[src/rtl/m3_dequant_writer_pkg.sv]
// Shared types and tables for the milestone-3 dequantizer / pre-IDCT SRAM writer.
// Zigzag entries are packed {r[2:0], c[2:0]}, i.e. the raster position inside the 8x8 block.
package m3_dequant_writer_pkg;

    typedef enum logic [1:0] {
        S_IDLE_M3  = 2'd0,
        S_RUN_M3   = 2'd1,
        S_FLUSH_M3 = 2'd2,
        S_DONE_M3  = 2'd3
    } m3_state_type;

    localparam logic [17:0] PRE_IDCT_BASE = 18'd76800;
    localparam logic [17:0] U_BASE        = 18'd153600;
    localparam logic [17:0] V_BASE        = 18'd192000;

    localparam int Y_WIDTH     = 320;
    localparam int UV_WIDTH    = 160;
    localparam int Y_BLK_COLS  = Y_WIDTH / 8;
    localparam int UV_BLK_COLS = UV_WIDTH / 8;
    localparam int BLK_ROWS    = 30;

    localparam logic [5:0] ZZ [0:63] = '{
        6'd0,  6'd1,  6'd8,  6'd16, 6'd9,  6'd2,  6'd3,  6'd10,
        6'd17, 6'd24, 6'd32, 6'd25, 6'd18, 6'd11, 6'd4,  6'd5,
        6'd12, 6'd19, 6'd26, 6'd33, 6'd40, 6'd48, 6'd41, 6'd34,
        6'd27, 6'd20, 6'd13, 6'd6,  6'd7,  6'd14, 6'd21, 6'd28,
        6'd35, 6'd42, 6'd49, 6'd56, 6'd57, 6'd50, 6'd43, 6'd36,
        6'd29, 6'd22, 6'd15, 6'd23, 6'd30, 6'd37, 6'd44, 6'd51,
        6'd58, 6'd59, 6'd52, 6'd45, 6'd38, 6'd31, 6'd39, 6'd46,
        6'd53, 6'd60, 6'd61, 6'd54, 6'd47, 6'd55, 6'd62, 6'd63
    };

    // Shift amounts indexed by s = r + c (0..14).
    function automatic logic [2:0] q0_shift(input logic [3:0] s);
        case (s)
            4'd0:    q0_shift = 3'd3;
            4'd1:    q0_shift = 3'd2;
            4'd2:    q0_shift = 3'd3;
            4'd3:    q0_shift = 3'd4;
            4'd4:    q0_shift = 3'd4;
            4'd5:    q0_shift = 3'd5;
            default: q0_shift = 3'd6;
        endcase
    endfunction

    function automatic logic [2:0] q1_shift(input logic [3:0] s);
        case (s)
            4'd0:    q1_shift = 3'd3;
            4'd1:    q1_shift = 3'd1;
            4'd2:    q1_shift = 3'd1;
            4'd3:    q1_shift = 3'd1;
            4'd4:    q1_shift = 3'd2;
            4'd5:    q1_shift = 3'd2;
            4'd6:    q1_shift = 3'd3;
            4'd7:    q1_shift = 3'd3;
            default: q1_shift = 3'd4;
        endcase
    endfunction

endpackage

[src/rtl/m3_zigzag_addr_gen.sv]
// Maps (plane, block row/col, zigzag index) to the raster SRAM word address and
// picks the dequantization shift for that coefficient position.
module m3_zigzag_addr_gen
    import m3_dequant_writer_pkg::*;
(
    input  logic [5:0]  coef_idx,
    input  logic [4:0]  blk_row,
    input  logic [5:0]  blk_col,
    input  logic [1:0]  plane,
    input  logic        q_sel,
    output logic [17:0] address,
    output logic [2:0]  shift
);

    logic [5:0]  zz_pos;
    logic [2:0]  r;
    logic [2:0]  c;
    logic [3:0]  s;
    logic [7:0]  row;
    logic [8:0]  col;
    logic [17:0] row_wide;
    logic [17:0] row_off;
    logic [17:0] plane_base;

    assign zz_pos   = ZZ[coef_idx];
    assign r        = zz_pos[5:3];
    assign c        = zz_pos[2:0];
    assign s        = {1'b0, r} + {1'b0, c};
    assign row      = {blk_row, r};
    assign col      = {blk_col, c};
    assign row_wide = {10'd0, row};

    // 320 = 256 + 64 and 160 = 128 + 32, so each row offset is two shifted copies.
    always_comb begin
        row_off    = (row_wide << 8) + (row_wide << 6);
        plane_base = PRE_IDCT_BASE;
        if (plane != 2'd0) begin
            row_off    = (row_wide << 7) + (row_wide << 5);
            plane_base = (plane == 2'd1) ? U_BASE : V_BASE;
        end
    end

    assign address = plane_base + row_off + {9'd0, col};
    assign shift   = q_sel ? q1_shift(s) : q0_shift(s);

endmodule

[src/rtl/m3_dequant_writer.sv]
// Accepts zigzag-ordered quantized coefficients, dequantizes by a power-of-two shift
// with signed-16 saturation, and writes them in raster order to the pre-IDCT SRAM area.
module m3_dequant_writer
    import m3_dequant_writer_pkg::*;
(
    input  logic        CLOCK_50_I,
    input  logic        resetn,
    input  logic        m3_start,
    input  logic        q_sel,
    input  logic        coef_valid,
    input  logic [15:0] coef_data,
    output logic        coef_ready,
    output logic [17:0] M3_SRAM_address,
    output logic [15:0] M3_SRAM_write_data,
    output logic        M3_SRAM_we_n,
    output logic        block_done,
    output logic        m3_finish
);

    m3_state_type state_q, state_d;
    logic         q_sel_q, q_sel_d;
    logic [5:0]   coef_idx_q, coef_idx_d;
    logic [5:0]   blk_col_q, blk_col_d;
    logic [4:0]   blk_row_q, blk_row_d;
    logic [1:0]   plane_q, plane_d;
    logic [17:0]  addr_q, addr_d;
    logic [15:0]  data_q, data_d;
    logic         we_n_q, we_n_d;
    logic         block_done_q, block_done_d;

    logic         accept;
    logic         last_coef;
    logic         last_col;
    logic         last_row;
    logic         final_coef;
    logic [17:0]  gen_address;
    logic [2:0]   gen_shift;
    logic [22:0]  wide;
    logic [15:0]  sat_data;

    m3_zigzag_addr_gen u_addr_gen (
        .coef_idx (coef_idx_q),
        .blk_row  (blk_row_q),
        .blk_col  (blk_col_q),
        .plane    (plane_q),
        .q_sel    (q_sel_q),
        .address  (gen_address),
        .shift    (gen_shift)
    );

    assign coef_ready = (state_q == S_RUN_M3);
    assign m3_finish  = (state_q == S_DONE_M3);
    assign accept     = coef_valid && coef_ready;

    assign last_coef  = (coef_idx_q == 6'd63);
    assign last_col   = (plane_q == 2'd0) ? (blk_col_q == 6'(Y_BLK_COLS - 1))
                                          : (blk_col_q == 6'(UV_BLK_COLS - 1));
    assign last_row   = (blk_row_q == 5'(BLK_ROWS - 1));
    assign final_coef = last_coef && last_col && last_row && (plane_q == 2'd2);

    // Shift of at most 6 fits in 23 bits; any disagreement in the top 8 bits means overflow.
    assign wide = $signed({{7{coef_data[15]}}, coef_data}) <<< gen_shift;

    always_comb begin
        sat_data = wide[15:0];
        if (wide[22:15] != {8{wide[22]}}) begin
            sat_data = wide[22] ? 16'h8000 : 16'h7FFF;
        end
    end

    always_comb begin
        state_d    = state_q;
        q_sel_d    = q_sel_q;
        coef_idx_d = coef_idx_q;
        blk_col_d  = blk_col_q;
        blk_row_d  = blk_row_q;
        plane_d    = plane_q;
        case (state_q)
            S_IDLE_M3: begin
                if (m3_start) begin
                    state_d    = S_RUN_M3;
                    q_sel_d    = q_sel;
                    coef_idx_d = 6'd0;
                    blk_col_d  = 6'd0;
                    blk_row_d  = 5'd0;
                    plane_d    = 2'd0;
                end
            end
            S_RUN_M3: begin
                if (accept) begin
                    coef_idx_d = coef_idx_q + 6'd1;
                    if (last_coef) begin
                        blk_col_d = blk_col_q + 6'd1;
                        if (last_col) begin
                            blk_col_d = 6'd0;
                            blk_row_d = blk_row_q + 5'd1;
                            if (last_row) begin
                                blk_row_d = 5'd0;
                                plane_d   = plane_q + 2'd1;
                            end
                        end
                    end
                    if (final_coef) begin
                        plane_d = 2'd0;
                        state_d = S_FLUSH_M3;
                    end
                end
            end
            S_FLUSH_M3: state_d = S_DONE_M3;
            S_DONE_M3:  state_d = S_IDLE_M3;
            default:    state_d = S_IDLE_M3;
        endcase
    end

    always_comb begin
        we_n_d       = ~accept;
        block_done_d = accept && last_coef;
        addr_d       = accept ? gen_address : addr_q;
        data_d       = accept ? sat_data : data_q;
    end

    always_ff @(posedge CLOCK_50_I or negedge resetn) begin
        if (!resetn) begin
            state_q      <= S_IDLE_M3;
            q_sel_q      <= 1'b0;
            coef_idx_q   <= 6'd0;
            blk_col_q    <= 6'd0;
            blk_row_q    <= 5'd0;
            plane_q      <= 2'd0;
            addr_q       <= 18'd0;
            data_q       <= 16'd0;
            we_n_q       <= 1'b1;
            block_done_q <= 1'b0;
        end else begin
            state_q      <= state_d;
            q_sel_q      <= q_sel_d;
            coef_idx_q   <= coef_idx_d;
            blk_col_q    <= blk_col_d;
            blk_row_q    <= blk_row_d;
            plane_q      <= plane_d;
            addr_q       <= addr_d;
            data_q       <= data_d;
            we_n_q       <= we_n_d;
            block_done_q <= block_done_d;
        end
    end

    assign M3_SRAM_address    = addr_q;
    assign M3_SRAM_write_data = data_q;
    assign M3_SRAM_we_n       = we_n_q;
    assign block_done         = block_done_q;

endmodule

[config.mk]
export PLATFORM = sky130hd
export DESIGN_NAME = m3_dequant_writer
export DESIGN_NICKNAME = d
export VERILOG_FILES = /design/src/rtl/m3_dequant_writer_pkg.sv /design/src/rtl/m3_zigzag_addr_gen.sv /design/src/rtl/m3_dequant_writer.sv
export SDC_FILE = /design/constraint.sdc
export NUM_CORES = 1
export LEC_CHECK = 0
export ABC_AREA = 1
export BUFFER_PORTS_ARGS = -buffer_cell sky130_fd_sc_hd__buf_4
export CAP_MARGIN = 20
export CORE_MARGIN = 4
export CORE_UTILIZATION = 35
export CTS_BUF_LIST = sky130_fd_sc_hd__clkbuf_8 sky130_fd_sc_hd__clkbuf_16
export CTS_CLUSTER_DIAMETER = 80
export DETAILED_ROUTE_END_ITERATION = 8
export SYNTH_ARGS = -nofsm -noshare
export SYNTH_HDL_FRONTEND = slang
export SYNTH_SLANG_ARGS = --single-unit
[constraint.sdc]
create_clock -name CLOCK_50_I -period 5 [get_ports CLOCK_50_I]
set_input_delay 0.5 -clock CLOCK_50_I [delete_from_list [all_inputs] [get_ports CLOCK_50_I]]
set_output_delay 0.5 -clock CLOCK_50_I [all_outputs]
set_load 0.01 [all_outputs]
==> results_dict.tcl, run 1 <==
set metrics [dict create \
    status "finished clean" \
    wirelength_um 13300 \
    htree_levels 3 \
    design_area_um2 6010 \
    crit_path_frequent_cell "nand2_1" \
    final_cell_mix "nand2_1 (242), inv_1 (72), o21ai_0 (71), buf_4 (69), dfrtp_1 (56)" \
    critPathMaxFanout 27 \
    port_buffers 58 \
    dieArea_um2 16500 \
    ys_types 48 \
    finClkSkew_ps 6.27 \
    fin_nets 876 \
    fmax_ghz 0.221 \
    cts_made_buffers 9 \
    place.gp.congestion 0.932 \
    drcViolationCount 0 \
    slew_viol_final 0 \
    setup_viol 0 \
    die_h_um 129 \
    setup.worst_path.start "coef_idx_q[0]$_DFFE_PN0P_" \
    fin_hold_ws_ps 243 \
    slowest_stage "fa_1" \
    hold_violations 0 \
    synth.yosys.seq_area_share 0.286 \
    clockBufferDepth 2 \
    slowest_delay_ps 550 \
    initialDrtViolationCount 439 \
    clkSinkCount 58 \
    ir_worst_vdd_uv 332 \
    synthFlopType "dfrtp_1" \
    synth_edf_count 0 \
    final_common_cell "nand2_1" \
    timing.final.crit_share 0.905 \
    cts_root_buffer "clkbuf_16" \
    dpl_worst_slack_ps 349 \
    finalSetupTns_ps 0 \
    diodes 0 \
    cts_tree "yes" \
    synth_cells 759 \
    slew-limit-headroom 0.499 \
    dp_hpwl_um 9930 \
    cp.depth 27 \
    drive_above_1_share 0.147 \
    cp-start-kind "register" \
    synth_nets 824 \
    grt_pass1_wl_um 22300 \
    power_density_nw_per_um2 617 \
    crit_buf_inv 4 \
    r2r_start "coef_idx_q[0]$_DFFE_PN0P_" \
    reg2regPathDepth 27 \
    ios 59 \
    max_slew.worst_pin.slew_ps 751 \
    vias_per_cell 5.05 \
    rsz0062_at_grt "false" \
    synthToLayoutAreaGrowth_pct 18.1 \
    worstSkewPairLatency_ps 330 \
    clkTransAtPathRegs_ps 50 \
    initial_core_util 0.362 \
    drtPass1Iterations 6 \
    overflow 0 \
    vias 5031 \
    die_width_um 129 \
    synthArstFlopShare 1.00 \
    row_count 43 \
    finalWorstSetupSlack_ps 473 \
    syn_area_um2 5090 \
    rrSetupSlack_ps 470 \
    required_ps 5270 \
    wl_per_cell_um 13.4 \
    antenna_found_initial 0 \
    finalPower_mw 3.71 \
    grtUsageTotal 0.165 \
    ant_nets 0 \
    yosys_warnings 0 \
    min_period_ps 4530 \
    grt_max_degree 59 \
    ys_seq_elements 58 \
    critPathArrivalTime_ps 4790 \
    postSynthAreaPerCell_um2 6.70 \
    cap_violations 0 \
    path_delay_family "simple AND/OR/NAND/NOR gates" \
    crit_type "reg2reg" \
    worstHoldPathType "in2async" \
    post_dp_cell_area_um2 5650 \
    cts_hold_buffers 0 \
    endpoint_kind "register" \
    p_leak_nw 3.12 \
    r2r_end "M3_SRAM_write_data[13]$_DFFE_PN0P_" \
    grt_pass1_vias 4561 \
    crit_path_end "M3_SRAM_write_data[13]$_DFFE_PN0P_" \
    core_area_um2 14000 \
]
worst register-to-register path, stage by stage, from the launching register on:
cell	delay [ps]
dfrtp_2	470
clkinvlp_4	200
ha_1	350
inv_1	80
a21oi_1	190
inv_1	70
o21ai_0	150
nand2_1	70
a21oi_1	140
a221oi_1	90
ha_1	240
fa_1	550
inv_1	70
nand4_1	130
nand3_4	190
nand2_4	290
nand2_1	150
nand2_1	80
nand2_1	50
nand2_1	100
nor2_1	50
nand2_1	70
nand2_1	60
nand2_2	80
nand3_2	240
nand2_1	160
nand2_1	60
nand2_1	80
worst min-delay path by stage:
stage	slack, ps	endpoint
after floorplan	200	M3_SRAM_address[0]$_DFFE_PN0P_
after CTS	270	blk_row_q[3]$_DFFE_PN0P_
after global placement	470	M3_SRAM_write_data[4]$_DFFE_PN0P_
final	240	M3_SRAM_address[13]$_DFFE_PN0P_
after detailed placement	470	M3_SRAM_write_data[5]$_DFFE_PN0P_
after global routing	310	M3_SRAM_address[13]$_DFFE_PN0P_
stage by stage:
step,cells,utilization
CTS,993,0.425
floorplan,759,-
global placement,977,0.402
finish,996,0.428
global route,996,0.428
detailed placement,977,0.402
report_power, final:
part,switching [mW],internal [mW]
logic,1.43,0.837
registers,0.133,0.639
clock network,0.219,0.446
total,1.79,1.92
registers in the layout (all words and copies together), names as in the netlist:
signal / cells
blk_row_q: 5
block_done: 1
state_q: 2
M3_SRAM_address: 18
M3_SRAM_we_n: 1
M3_SRAM_write_data: 16
q_sel_q: 1
blk_col_q: 6
plane_q: 2
coef_idx_q: 6
timing repair:
item                       in CTS  in global routing
resized for setup               0                  4
buffers inserted                0                  3
setup endpoints to repair       0                 17
per-layer routing:
metal	up-vias	track usage	wire length (um)
li1	2597	-	-
met1	2307	0.237	6530
met2	111	0.257	5980
met3	16	0.0266	605
met4	0	0.0463	180
met5	-	0	0
final cells by class:
type	count	area, um^2
Fill cell	1481	8030
Multi-Input combinational cell	595	3180
Sequential cell	58	1450
Timing Repair Buffer	70	538
Inverter	77	294
Clock buffer	10	239
Tap cell	180	225
Clock inverter	6	81.3
logic make-up (layout without fill, tap and decap cells):
kind of cell,Yosys count,count (layout),synth area share
buf+inv,106,163,0.0900
compound gates,144,144,0.158
fa+ha+maj,44,44,0.113
xor+xnor,10,10,0.0172
mux,2,2,0.00394
simple gates,395,395,0.333
flops,58,58,0.286
synthesized netlist by cell type (5+ instances only):
| master | instances | area [um^2] |
|---|---|---|
| o21ai_0 | 73 | 365 |
| inv_1 | 72 | 270 |
| xor2_1 | 6 | 52.6 |
| o22ai_1 | 9 | 56.3 |
| ha_1 | 41 | 513 |
| clkbuf_1 | 14 | 52.6 |
| nand3_1 | 53 | 265 |
| nor2_1 | 52 | 195 |
| a21oi_1 | 32 | 160 |
| nor3_1 | 8 | 40.0 |
| buf_6 | 5 | 56.3 |
| dfrtp_1 | 57 | 1430 |
| o211ai_1 | 9 | 67.6 |
| or2_2 | 5 | 31.3 |
| nand4_1 | 10 | 62.6 |
| a31oi_1 | 5 | 31.3 |
| nand2_1 | 242 | 908 |
| nand2_2 | 13 | 81.3 |
Note: power is estimated with default switching activity, not from simulation.
==> run 2, diff against run 1 <==
--- a/config.mk
+++ b/config.mk
@@ -5,7 +5,6 @@
 export SDC_FILE = /design/constraint.sdc
 export NUM_CORES = 1
 export LEC_CHECK = 0
-export ABC_AREA = 1
 export BUFFER_PORTS_ARGS = -buffer_cell sky130_fd_sc_hd__buf_4
 export CAP_MARGIN = 20
 export CORE_MARGIN = 4
==> constraint.sdc (replaced) <==
create_clock -name CLOCK_50_I -period 5.3 [get_ports CLOCK_50_I]
set_input_delay 0.53 -clock CLOCK_50_I [delete_from_list [all_inputs] [get_ports CLOCK_50_I]]
set_output_delay 0.53 -clock CLOCK_50_I [all_outputs]
set_load 0.01 [all_outputs]
==> run 2 against run 1 <==
Global-route usage fell by 0.17 points. Cell count fell by 16%. Via count fell by 10%. Count of clock-buffer cells in the layout did not move. Synthesized cell count fell by 21%. Synthesized area fell by 2.5%. Critical endpoint is now M3_SRAM_write_data[4]$_DFFE_PN0P_.
==> results_dict.tcl, run 2 <==
set metrics [dict create \
    syn_area_um2 4960 \
    die_width_um 127 \
    initialDrtViolationCount 318 \
    cts_tree "yes" \
    clkSinkCount 58 \
    ant_nets 0 \
    required_ps 5510 \
    fillerInstances 1369 \
    slowest_delay_ps 560 \
    dieArea_um2 16100 \
    row_count 43 \
    synthArstFlopShare 1.00 \
    fin_nets 713 \
    max_slew.worst_pin.slew_ps 813 \
    synth_nets 665 \
    wirelength_um 13000 \
    clockBufferDepth 2 \
    timing.final.crit_share 0.955 \
    synthTopCellsByArea "dfrtp_1 (29%), ha_1 (10%), nand2_1 (7.4%)" \
    synth_cells 600 \
    drtPass1Iterations 7 \
    vias_per_cell 5.43 \
    utilization 0.423 \
    r2r_end "M3_SRAM_write_data[4]$_DFFE_PN0P_" \
    finalSetupTns_ps 0 \
    hold_violations 0 \
    die_h_um 127 \
    grt_max_degree 59 \
    yosysMostFrequentCell "nand2_1" \
    grtUsageTotal 0.163 \
    htree_levels 3 \
    vias 4514 \
    setup_viol 0 \
    slew_viol_final 0 \
    clkTransAtPathRegs_ps 60 \
    critPathMaxFanout 22 \
    ys_seq_elements 58 \
    postSynthAreaPerCell_um2 8.26 \
    setup.worst_path.start "coef_idx_q[1]$_DFFE_PN0P_" \
    fin_hold_ws_ps 271 \
    endpoint_kind "register" \
    reg2regPathDepth 17 \
    slew-limit-headroom 0.451 \
    synthFlopType "dfrtp_1" \
    slowest_stage "fa_1" \
    cts_made_buffers 9 \
    post_dp_cell_area_um2 5560 \
    critPathArrivalTime_ps 5280 \
    final_common_cell "nand2_1" \
    drcViolationCount 0 \
    rsz0062_at_grt "false" \
    cap_violations 0 \
    ios 59 \
    worstSkewPairLatency_ps 340 \
    status "finished clean" \
    path_delay_family "compound AO/OA/AOI/OAI gates" \
    r2r_start "coef_idx_q[1]$_DFFE_PN0P_" \
    final_cell_mix "nand2_1 (98), buf_4 (70), dfrtp_1 (57), o21ai_0 (50), ha_1 (41)" \
    multi_input_area_um2 3290 \
    fmax_ghz 0.198 \
    initial_core_util 0.357 \
    crit_buf_inv 2 \
    ys_types 62 \
    drive_above_1_share 0.169 \
    synth_top_area_cell "dfrtp_1" \
    crit_type "reg2reg" \
    synth.yosys.seq_area_share 0.293 \
    cp-start-kind "register" \
    rrSetupSlack_ps 240 \
    worstHoldPathType "in2async" \
    port_buffers 58 \
    antenna_found_initial 0 \
    wl_per_cell_um 15.6 \
    grt_pass1_vias 4234 \
    design_area_um2 5870 \
    worstPathCellList "inv_1 -> ha_1 -> nand2_1 -> o21ai_0 -> mux2_2 -> mux4_2 -> ha_1 -> fa_1 -> nor2_1 -> o211ai_1 -> and4b_4 -> nand2b_4 -> a221o_1 -> a211o_1 -> nor4b_4 -> buf_4 -> a221o_1" \
    largest_reg_flops 18 \
    dp_hpwl_um 9700 \
    core_area_um2 13900 \
    yosys_warnings 0 \
    overflow 0 \
    cts_root_buffer "clkbuf_16" \
    synth_common_cells "nand2_1 (98), dfrtp_1 (57), o21ai_0 (50), ha_1 (41), nor2_1 (40)" \
    finClkSkew_ps 15.5 \
    regArea_um2 1450 \
    grt_pass1_wl_um 21400 \
    cts_hold_buffers 0 \
    min_period_ps 5060 \
    synth_top_area_frac 0.288 \
    diodes 0 \
    synth_edf_count 0 \
    place.gp.congestion 0.933 \
    synthToLayoutAreaGrowth_pct 18.4 \
]
-- run 2: cell count changes in the layout (fill, tap and decap cells not counted), moves of 13 or more --
cell / before / now
a21o_1: 0 / 13
mux2i_1: 2 / 23
o21ai_0: 71 / 50
nand3_1: 53 / 24
nand2_2: 13 / 0
nand2_1: 242 / 98
inv_1: 72 / 22
-- run 2: final cells by class --
| type | count | area share |
|---|---|---|
| flip-flops and latches | 58 | 0.247 |
| multi-input cells | 486 | 0.560 |
| clock buffers | 10 | 0.0407 |
| repair buffers | 70 | 0.0895 |
| inverters | 23 | 0.0147 |
| clock inverters | 5 | 0.00937 |
| well taps | 180 | 0.0383 |
-- run 2: kinds of logic after synthesis --
| kind of cell | count (synthesis) | synth area share |
|---|---|---|
| adders and majority gates | 44 | 0.116 |
| muxes | 35 | 0.0782 |
| DFF | 58 | 0.293 |
| AOI/OAI and AO/OA | 180 | 0.240 |
| buffers and inverters | 56 | 0.0459 |
| and+or+nand+nor | 206 | 0.190 |
| xor gates and xnor gates | 21 | 0.0371 |
-- run 2: worst reg2reg max path, stage by stage (launching register included) --
cell,delay [ps]
dfrtp_1,370
inv_1,180
ha_1,300
nand2_1,150
o21ai_0,100
mux2_2,280
mux4_2,530
ha_1,270
fa_1,560
nor2_1,290
o211ai_1,140
and4b_4,320
nand2b_4,180
a221o_1,350
a211o_1,320
nor4b_4,150
buf_4,190
a221o_1,270
-- run 2: how the worst max path moves through the flow --
stage	end	cells after the start
floorplan	M3_SRAM_address[15]$_DFFE_PN0P_	20
global placement	M3_SRAM_address[15]$_DFFE_PN0P_	19
detailed placement	M3_SRAM_address[15]$_DFFE_PN0P_	19
CTS	M3_SRAM_address[15]$_DFFE_PN0P_	19
global route	M3_SRAM_write_data[9]$_DFFE_PN0P_	17
finish	M3_SRAM_write_data[4]$_DFFE_PN0P_	17
-- run 2: repair_timing --
| item | 4_1_cts | 5_1_grt |
|---|---|---|
| resized for setup | 0 | 2 |
| buffers inserted | 0 | 1 |
| setup endpoints to repair | 0 | 4 |
-- run 2: per-layer routing --
metal,share of wire,track usage,vias to the layer above
li1,-,-,2266
met1,0.47,0.218,2114
met2,0.46,0.259,120
met3,0.054,0.0431,14
met4,0.015,0.0486,0
met5,0,0,-
-- run 2: metrics by stage --
step / setup WS, ps / cells
after detailed placement: 341 / 816
after CTS: 305 / 831
after global routing: 6.59 / 832
final: 238 / 832
after floorplan: 331 / 600
after global placement: 420 / 816
Power of run 2 is left out: the tool's default activity adds up to more than one toggle a clock period on the data nets, which glitch-free logic cannot reach.
==> run 3, diff against run 2 <==
--- a/config.mk
+++ b/config.mk
@@ -8,10 +8,11 @@
 export BUFFER_PORTS_ARGS = -buffer_cell sky130_fd_sc_hd__buf_4
 export CAP_MARGIN = 20
 export CORE_MARGIN = 4
-export CORE_UTILIZATION = 35
+export CORE_UTILIZATION = 55
 export CTS_BUF_LIST = sky130_fd_sc_hd__clkbuf_8 sky130_fd_sc_hd__clkbuf_16
 export CTS_CLUSTER_DIAMETER = 80
 export DETAILED_ROUTE_END_ITERATION = 8
+export PLACE_DENSITY = 0.76
 export SYNTH_ARGS = -nofsm -noshare
 export SYNTH_HDL_FRONTEND = slang
 export SYNTH_SLANG_ARGS = --single-unit
==> run 3 against run 2 <==
Critical path depth rose by 2. Fmax rose by 1.6%. Global-route usage rose by 9.6 points. Setup slack improved by 79 ps. Count of clock-buffer cells in the layout fell by 1.
==> results_dict.tcl, run 3 (same netlist as run 2, synthesis figures left out) <==
set metrics [dict create \
    cap_violations 0 \
    die_width_um 103 \
    rrSetupSlack_ps 320 \
    grt_pass1_vias 4521 \
    fin_nets 716 \
    dp_hpwl_um 9670 \
    cts_hold_buffers 0 \
    status "finished clean" \
    drtPass1Iterations 5 \
    cts_root_buffer "clkbuf_8" \
    critPathArrivalTime_ps 5230 \
    grt_max_degree 59 \
    diodes 0 \
    clkTransAtPathRegs_ps 80 \
    overflow 0 \
    crit_type "reg2reg" \
    finalWorstSetupSlack_ps 316 \
    cts_tree "yes" \
    port_buffers 58 \
    drive_above_1_share 0.174 \
    vias 4705 \
    dpl_worst_slack_ps 325 \
    grtUsageMet1 0.330 \
    clockBufferDepth 2 \
    cp-start-kind "register" \
    multi_input_area_um2 3290 \
    final_cell_mix "nand2_1 (98), buf_4 (73), dfrtp_1 (57), o21ai_0 (50), ha_1 (41)" \
    synthToLayoutAreaGrowth_pct 15.6 \
    endpoint_kind "register" \
    wirelength_um 13100 \
    slew-limit-headroom 0.493 \
    busiest_layer "met2" \
    regArea_um2 1450 \
    finalSetupTns_ps 0 \
    drcViolationCount 0 \
    fillerInstances 771 \
    largest_reg_flops 18 \
    post_dp_cell_area_um2 5490 \
    min_period_ps 4980 \
    worstSkewPairLatency_ps 360 \
    antenna_found_initial 0 \
    dieArea_um2 10600 \
    critPathMaxFanout 5 \
    die_h_um 103 \
    finClkSkew_ps 13.8 \
    place.gp.congestion 0.947 \
    hold_violations 0 \
    cts_made_buffers 9 \
    clkSinkCount 58 \
    fmax_ghz 0.201 \
    core_area_um2 8760 \
    groute.layer.met2.usage 0.430 \
    max_slew.worst_pin.slew_ps 761 \
    row_count 34 \
    timing.final.crit_share 0.940 \
    design_area_um2 5730 \
    grtUsageTotal 0.259 \
    ant_nets 0 \
    grt_pass1_wl_um 21800 \
    htree_levels 3 \
    initialDrtViolationCount 271 \
    grt_use_met3 0.0494 \
    ios 59 \
    final_common_cell "nand2_1" \
    wl_per_cell_um 17.2 \
    setup_viol 0 \
    required_ps 5550 \
    worstHoldPathType "in2async" \
    initial_core_util 0.566 \
    vias_per_cell 6.16 \
    slew_viol_final 0 \
]
## run 3: through the flow
step	std cells	hold WS, ps	util
global route	764	278	0.654
detailed placement	747	467	0.627
finish	764	229	0.654
CTS	763	253	0.653
floorplan	600	234	-
global placement	747	458	0.627
## run 3: path summary, 6_finish.rpt
path | from | to | cells after the start
max in group asynchronous | resetn | coef_idx_q[0]$_DFFE_PN0P_ | 1
min in group CLOCK_50_I | q_sel | q_sel_q$_DFFE_PN0P_ | 2
setup / recovery | coef_idx_q[0]$_DFFE_PN0P_ | M3_SRAM_address[15]$_DFFE_PN0P_ | 19
hold reg to reg | M3_SRAM_address[9]$_DFFE_PN0P_ | M3_SRAM_address[9]$_DFFE_PN0P_ | 2
setup reg to reg | coef_idx_q[0]$_DFFE_PN0P_ | M3_SRAM_address[15]$_DFFE_PN0P_ | 19
hold / removal | resetn | M3_SRAM_write_data[14]$_DFFE_PN0P_ | 1
## run 3: metal layers
layer,share of wire,wire length (um),up-vias
li1,-,-,2264
met1,0.42,5520,2221
met2,0.48,6310,179
met3,0.065,849,41
met4,0.035,462,0
met5,0,0,-
## run 3: layout make-up
type	count	area share
flip-flops and latches	58	0.253
multi-input cells	486	0.573
clock buffers	9	0.0216
clock inverters	7	0.0179
inverters	23	0.0151
repair buffers	73	0.0956
well taps	108	0.0236
## run 3: worst max-delay path, cell delays in order (launching register included)
cell and delay [ps]:
dfrtp_1 350, inv_1 50, ha_1 320, nand2_1 160
o21ai_0 130, mux2_2 280, mux4_2 530, ha_1 250
fa_1 400, a21o_1 190, a21oi_2 240, o21bai_1 90
a21oi_1 250, xor2_1 210, o21ai_0 110, ha_1 380
a21oi_1 240, a21boi_0 150, or3_1 320, a31o_2 230
## run 3: what timing repair did
item,in CTS,in global routing
setup buffers,0,1
setup endpoints to repair,0,5
endpoints found under the hold margin,0,0
gates resized for setup,0,2
Power of run 3 is left out for the same reason.
